===== src/rtl/axppa_operand_sequencer_if.sv =====
// Operand-in / sum-out valid-ready bundle for the approximate-adder operand sequencer.
interface axppa_operand_sequencer_if #(
    parameter int WIDTH = 16
);
    logic [WIDTH-1:0] in_data;
    logic             in_valid;
    logic             in_ready;
    logic [WIDTH-1:0] out_data;
    logic             out_valid;
    logic             out_ready;

    modport master (
        output in_data, in_valid, out_ready,
        input  in_ready, out_data, out_valid
    );

    modport slave (
        input  in_data, in_valid, out_ready,
        output in_ready, out_data, out_valid
    );
endinterface


===== src/rtl/axppa_operand_sequencer.sv =====
// Assembles A/B/C operand triplets for a three-operand adder, waits a settle
// time, captures the adder sum and offers it on a valid/ready output.
module axppa_operand_sequencer #(
    parameter int WIDTH         = 16,
    parameter int SETTLE_CYCLES = 1
) (
    input  logic                              clk,
    input  logic                              reset,
    input  logic                              clear,
    axppa_operand_sequencer_if.slave          bus,
    output logic [WIDTH-1:0]                  a_op,
    output logic [WIDTH-1:0]                  b_op,
    output logic [WIDTH-1:0]                  c_op,
    input  logic [WIDTH-1:0]                  sum_in,
    output logic                              busy,
    output logic [7:0]                        triplet_count
);

    typedef enum logic [2:0] {
        LOAD_A = 3'd0,
        LOAD_B = 3'd1,
        LOAD_C = 3'd2,
        SETTLE = 3'd3,
        HOLD   = 3'd4
    } state_t;

    state_t           state;
    state_t           state_next;
    logic [3:0]       settle_cnt;
    logic [WIDTH-1:0] out_data_q;
    logic             out_valid_q;
    logic             in_ready_c;
    logic             in_hs;
    logic             out_hs;
    logic             capture;

    assign in_hs   = bus.in_valid && in_ready_c;
    assign out_hs  = out_valid_q && bus.out_ready;
    assign capture = (state == SETTLE) && (settle_cnt == 4'd1);

    always_ff @(posedge clk or negedge reset) begin
        if (!reset) begin
            state <= LOAD_A;
        end else begin
            state <= state_next;
        end
    end

    always_comb begin
        state_next = state;
        in_ready_c = 1'b0;
        case (state)
            LOAD_A: begin
                in_ready_c = 1'b1;
                if (in_hs) state_next = LOAD_B;
            end
            LOAD_B: begin
                in_ready_c = 1'b1;
                if (in_hs) state_next = LOAD_C;
            end
            LOAD_C: begin
                in_ready_c = 1'b1;
                if (in_hs) state_next = SETTLE;
            end
            SETTLE: begin
                if (settle_cnt == 4'd1) state_next = HOLD;
            end
            HOLD: begin
                if (out_hs) state_next = LOAD_A;
            end
            default: state_next = LOAD_A;
        endcase
        // clear overrides any transition, including a pending output handshake
        if (clear) state_next = LOAD_A;
    end

    always_ff @(posedge clk or negedge reset) begin
        if (!reset) begin
            a_op          <= '0;
            b_op          <= '0;
            c_op          <= '0;
            out_data_q    <= '0;
            out_valid_q   <= 1'b0;
            settle_cnt    <= 4'd0;
            triplet_count <= 8'd0;
        end else if (clear) begin
            a_op        <= '0;
            b_op        <= '0;
            c_op        <= '0;
            out_data_q  <= '0;
            out_valid_q <= 1'b0;
            settle_cnt  <= 4'd0;
        end else begin
            case (state)
                LOAD_A: if (in_hs) a_op <= bus.in_data;
                LOAD_B: if (in_hs) b_op <= bus.in_data;
                LOAD_C: begin
                    if (in_hs) begin
                        c_op       <= bus.in_data;
                        settle_cnt <= 4'(SETTLE_CYCLES);
                    end
                end
                SETTLE: begin
                    settle_cnt <= settle_cnt - 4'd1;
                    if (capture) begin
                        out_data_q  <= sum_in;
                        out_valid_q <= 1'b1;
                    end
                end
                HOLD: begin
                    if (out_hs) begin
                        out_valid_q   <= 1'b0;
                        triplet_count <= triplet_count + 8'd1;
                    end
                end
                default: ;
            endcase
        end
    end

    assign bus.in_ready  = in_ready_c;
    assign bus.out_data  = out_data_q;
    assign bus.out_valid = out_valid_q;
    assign busy          = (state != LOAD_A);

endmodule


===== src/flat_wrapper.sv =====
// flat-port wrapper written by rule: the top's interface ports become plain ports
module axppa_operand_sequencer_flat 
#(
    parameter int WIDTH         = 16,
    parameter int SETTLE_CYCLES = 1
)
  (clk, reset, clear, a_op, b_op, c_op, sum_in, busy, triplet_count, bus_in_data, bus_in_valid, bus_out_ready, bus_in_ready, bus_out_data, bus_out_valid);
  axppa_operand_sequencer_if #(.WIDTH(WIDTH)) bus_i ();
  input  logic clk;
  input  logic reset;
  input  logic clear;
  output logic [WIDTH-1:0] a_op;
  output logic [WIDTH-1:0] b_op;
  output logic [WIDTH-1:0] c_op;
  input  logic [WIDTH-1:0] sum_in;
  output logic busy;
  output logic [7:0] triplet_count;
  input wire logic [$bits(bus_i.in_data)-1:0] bus_in_data;
  input wire logic [$bits(bus_i.in_valid)-1:0] bus_in_valid;
  input wire logic [$bits(bus_i.out_ready)-1:0] bus_out_ready;
  output wire logic [$bits(bus_i.in_ready)-1:0] bus_in_ready;
  output wire logic [$bits(bus_i.out_data)-1:0] bus_out_data;
  output wire logic [$bits(bus_i.out_valid)-1:0] bus_out_valid;
  assign bus_i.in_data = bus_in_data;
  assign bus_i.in_valid = bus_in_valid;
  assign bus_i.out_ready = bus_out_ready;
  assign bus_in_ready = bus_i.in_ready;
  assign bus_out_data = bus_i.out_data;
  assign bus_out_valid = bus_i.out_valid;
  axppa_operand_sequencer #(.WIDTH(WIDTH), .SETTLE_CYCLES(SETTLE_CYCLES)) u_core (.clk(clk), .reset(reset), .clear(clear), .bus(bus_i), .a_op(a_op), .b_op(b_op), .c_op(c_op), .sum_in(sum_in), .busy(busy), .triplet_count(triplet_count));
endmodule

===== config.mk =====
export PLATFORM = sky130hd
export DESIGN_NAME = axppa_operand_sequencer_flat
export DESIGN_NICKNAME = d
export VERILOG_FILES = /design/src/rtl/axppa_operand_sequencer_if.sv /design/src/rtl/axppa_operand_sequencer.sv /design/src/flat_wrapper.sv
export SDC_FILE = /design/constraint.sdc
export NUM_CORES = 1
export LEC_CHECK = 0
export BUFFER_PORTS_ARGS = -buffer_cell sky130_fd_sc_hd__buf_2
export CELL_PAD_IN_SITES_DETAIL_PLACEMENT = 1
export CELL_PAD_IN_SITES_GLOBAL_PLACEMENT = 2
export CORE_UTILIZATION = 31
export DETAILED_ROUTE_END_ITERATION = 6
export PLACE_DENSITY_LB_ADDON = 0.1
export SLEW_MARGIN = 15
export SYNTH_ARGS = -nofsm -noshare
export SYNTH_HDL_FRONTEND = slang
export SYNTH_SLANG_ARGS = --single-unit
export TNS_END_PERCENT = 100

===== constraint.sdc =====
create_clock -name clk -period 2.4 [get_ports clk]
set_clock_uncertainty 0.2 [all_clocks]
set_input_delay 0.24 -clock clk [delete_from_list [all_inputs] [get_ports clk]]
set_output_delay 0.24 -clock clk [all_outputs]
set_load 0.02 [all_outputs]

Yosys cells after proc, flatten, opt, wreduce, memory -nomap -nowiden --
Cells that the tools add are included.
Storage, ports and cells: register bits after elaboration 80, output and inout bits 75, logic and storage cells 69
Operators by class: $add $sub $neg 2, equality and inequality tests 11, mux-type cells 25, bitwise gates (word level) 1, reduce and logical (&&, ||, !) cells 22
Operators with widths (number):
- $mux W16 | 10
- $mux W3 | 6
- $ne A3 B2 Y1 const B | 5
- $pmux W3 S5 | 1
- $reduce_bool A2 Y1 | 6
- $reduce_and A2 Y1 | 5
- $reduce_bool A3 Y1 | 3
- $add A8 B1 Y8 const B | 1
- $mux W4 | 2
- $pmux W4 S2 | 1
- $eq A3 B2 Y1 const B | 2
- $reduce_and A3 Y1 | 2
- $reduce_and A5 Y1 | 1
- $eq A4 B1 Y1 const B | 1
- $mux W1 | 4
- $sub A4 B1 Y4 const B | 1
- $eq A3 B1 Y1 const B | 1
- $eq A3 B3 Y1 const B | 1
- $logic_and A1 B1 Y1 | 3
- $logic_not A3 Y1 | 1
- $ne A3 B3 Y1 const B | 1
- $reduce_or A3 Y1 | 1
- $pmux W1 S2 | 1
- $not A1 Y1 | 1

Logic depth before layout (Yosys ltp) --
depth in word-level cells 7, depth in mapped cells 6, depth with buffers taken out 6

Worst setup path after synthesis --
OpenSTA, ideal clock, no wires.
kind reg-to-reg, start register u_core.settle_cnt[1], end register u_core.out_data_q[0], in the netlist u_core.bus.out_data[0], setup time 0.121 ns, data arrival time 1.514 ns, required time 2.079 ns, slack 0.565 ns, cell stages (with the launch flop) 7, period minus slack after synthesis 1.835 ns, path through dfrtp_1 -> inv_1 -> ha_1 -> nor3b_1 -> a21oi_2 -> buf_2 -> a22o_1
Between the ends: longest elaborated chain between the ends 4
RTL lines:
- start: declaration | line axppa_operand_sequencer.sv:29 | logic [3:0] settle_cnt;
- start signal: assignment | line axppa_operand_sequencer.sv:100 | settle_cnt <= 4'(SETTLE_CYCLES);
- start signal: assignment | line axppa_operand_sequencer.sv:104 | settle_cnt <= settle_cnt - 4'd1;
- $eq A4 B1 Y1 | line axppa_operand_sequencer.sv:39 | assign capture = (state == SETTLE) && (settle_cnt == 4'd1);
- $logic_and A1 B1 Y1 | line axppa_operand_sequencer.sv:39
- $reduce_bool A2 Y1 (no line)
- $reduce_and A2 Y1 (no line)
- end signal: assignment | line axppa_operand_sequencer.sv:106 | out_data_q <= sum_in;
- end: declaration | line axppa_operand_sequencer.sv:30 | logic [WIDTH-1:0] out_data_q;
No other way between the ends. A chain may end at the register's enable or synchronous reset.

Final worst setup path --
start input clear, end register u_core.settle_cnt[3]
Between the ends: longest elaborated chain between the ends 2, elaborated cells between the ends (all ways) 4
RTL lines:
- start: declaration | line flat_wrapper.sv:11 | input logic clear;
- $ne A3 B2 Y1 (no line) / $reduce_bool A3 Y1 (equally long branches)
- $reduce_and A2 Y1 (no line)
Parallel ways exist; a longest one is shown, timed or not.

==> impl_metrics.toml <==
[status]
status = "finished, final reports clean"

[sta]
worst_pin_slew_ns = 1.04
tns_ns = 0
fmax_mhz = 491
rsz0062_at_grt = "false"
hold_viol = 0
slew_headroom_pct = 30.3
final.setup.worst_slack_ns = 0.364
period_minus_slack_ns = 2.04
setup_viol = 0
period_share_pct = 84.8
maxSlewViolCount = 0

[routing]
highest_layer = "met4"
wl_met3_um = 381
wl_met2_um = 4530
drc = 0
dr.pass1.iters = 4
antenna_left = 0
viasPerCell = 4.77
wl_met1_um = 4080
drt_iter0_drc = 96
vias = 2800
totalWireLength_um = 9130
routedWlPerCell_um = 15.6

[floorplan]
ios = 112
die_w_um = 105
dieArea_um2 = 11100
row_count = 37
start_util_pct = 32.0
coreArea_um2 = 10300
die_h_um = 105

[setup_path]
cp.required_ns = 2.47
critical_path_class = "input port to register"
path_cells = "dlygate4sd3_1, buf_2, buf_4, a21oi_1, or3_1, a21boi_1"
r2r-start = "u_core.state[0]$_DFFE_PN0P_"
critPathMaxFanout = 37
critPathTopFamily = "buffers and inverters"
ff2ff_setup_slack_ns = 0.41
slowest_stage = "dlygate4sd3_1"
startpoint_type = "input port"
cp-startpoint = "clear"
max_stage_delay_ns = 0.54
arrival_ns = 2.11
cp-end-kind = "register"
worst-path-buf-inv = 3

[clocking]
cts_root_buf = "clkbuf_8"
cts_resized = 0
cts_buffers = 9
htree_levels = 3
cts_tree = "done"
clk_transition_reported_paths_ns = 0.07
clockBufferDepth = 2
clock_sinks = 80
insertion_delay_ns = 0.34

[global_routing]
antenna_found_initial = 0
grt_max_degree = 38
grt_first_pass_wirelength_um = 15400
grt_usage_pct = 17.7
grt_overflow_total = 0
grt_pass1_vias = 3017

[synthesis]
async_flop_share_pct = 100
synth.area.top_cells = "dfrtp_1, a22o_1, nand2_1"
synth_nets = 337
synthCells = 297
yosys.cell_types.count = 38
synth_top_cell_area_share_pct = 60.6
netlist_top_cells_count = "dfrtp_1, nand2_1, a21oi_1"
synth_top_area_cell = "dfrtp_1"
ys.flop_type = "dfrtp_1"
synth_area_um2 = 3300
yosys_warnings = 0
synth.most_common_cell = "dfrtp_1"
synth-edff-count = 0
syn_avg_cell_area_um2 = 11.1
ys_ff_latch = 80
synth-seq-area-share_pct = 60.6

[flow_run]
maxCapViolations = 0

[finish]
final_cells = 587
drive_gt1_share_pct = 33.0
area_delta_synth_final_pct = 38.0
n_antenna_cell = 0
finalNetCount = 488

[power]
power_leakage_uw = 0.00233
peakVddDrop_uv = 272
power_density_nw_per_um2 = 604

[placement]
dpl.cell_count = 539
hpwlAfterDp_um = 6140
dp_slack_ns = 0.378
port_buffers = 111
gp_congestion = 0.719

[min_path]
hp-class = "input port to register"
hp-start = "bus_in_valid"
area by class of cell:
cell class,count,area (um2)
clock buffers,11,141
clock inverters,3,43.8
fillers,1159,5770
inverters,4,15.0
multi-input cells,195,1170
flip-flops and latches,80,2000
well taps,136,170
repair buffers,158,1010
registers in the layout, summed over array words and instances (netlist names):
signal,count
u_core.state,3
u_core.triplet_count,8
u_core.b_op,16
u_core.bus.out_valid,1
u_core.bus.out_data,16
u_core.settle_cnt,4
u_core.c_op,16
u_core.a_op,16
timing repair:
item / CTS / global route
endpoints found under the hold margin: 119 / 0
buffers inserted: 0 / 0
hold buffers: 34 / 0
logic make-up after synthesis:
kind of cell / count (synthesis) / synth area share [%]
multiplexers: 1 / 0.341
XOR/XNOR: 7 / 1.86
buffers and inverters: 22 / 3.79
AO/OA/AOI/OAI: 80 / 16.6
flip-flops: 80 / 60.6
adder cells (fa/ha/maj): 3 / 1.14
AND/OR/NAND/NOR: 104 / 15.7
stage by stage:
| step | instance area (um2) | hold WS [ns] | utilization (%) | power (uW) |
|---|---|---|---|---|
| 2_1_floorplan | 3300 | -0.256 | - | 1610 |
| 3_3_place_gp | 4030 | 0.00537 | 39.0 | 1760 |
| 3_5_place_dp | 4030 | 0.00547 | 39.0 | 1770 |
| 4_1_cts | 4560 | 0.0708 | 44.1 | 2810 |
| 5_1_grt | 4560 | 0.0933 | 44.1 | 2890 |
| 6_report | 4560 | 0.0878 | 44.1 | 2750 |
tightest hold or removal path, cell delays in order:
cell and delay [ns]:
buf_2 0.12, o221a_2 0.19, nor3_1 0.04
worst paths after layout:
check,cells past startpoint,to
setup / recovery,6,u_core.settle_cnt[3]$_DFFE_PN0P_
min in group asynchronous,2,u_core.triplet_count[3]$_DFFE_PN0P_
setup reg to reg,3,u_core.c_op[4]$_DFFE_PN0P_
hold / removal,3,u_core.state[0]$_DFFE_PN0P_
max in group asynchronous,3,u_core.state[2]$_DFFE_PN0P_
hold reg to reg,1,u_core.triplet_count[7]$_DFFE_PN0P_
layout by cell type, fill, tap and decap left out, types with 2 or more instances in the layout:
cell / count
a211oi_1: 2
a21oi_1: 35
a22o_1: 32
buf_2: 110
buf_4: 13
clkbuf_8: 10
dfrtp_1: 80
dlygate4sd3_1: 34
ha_1: 3
inv_1: 4
nand2_1: 71
nand2b_1: 4
nand4_1: 3
nor2_1: 5
nor3_1: 3
nor3_2: 4
o21ai_0: 5
or3_1: 5
xnor2_1: 6
routing by layer:
| layer | track usage, % | vias up |
|---|---|---|
| met5 | 0 | - |
| met4 | 6.04 | 0 |
| met3 | 4.05 | 10 |
| met2 | 29.9 | 73 |
| met1 | 22.2 | 1385 |
| li1 | - | 1332 |
where the power goes:
part,internal (uW),switching [uW],total (uW)
Clock,499,476,975
Sequential,1390,25.9,1410
Combinational,146,217,363
Total,2030,719,2750
Note: power is estimated with default switching activity, not from simulation.
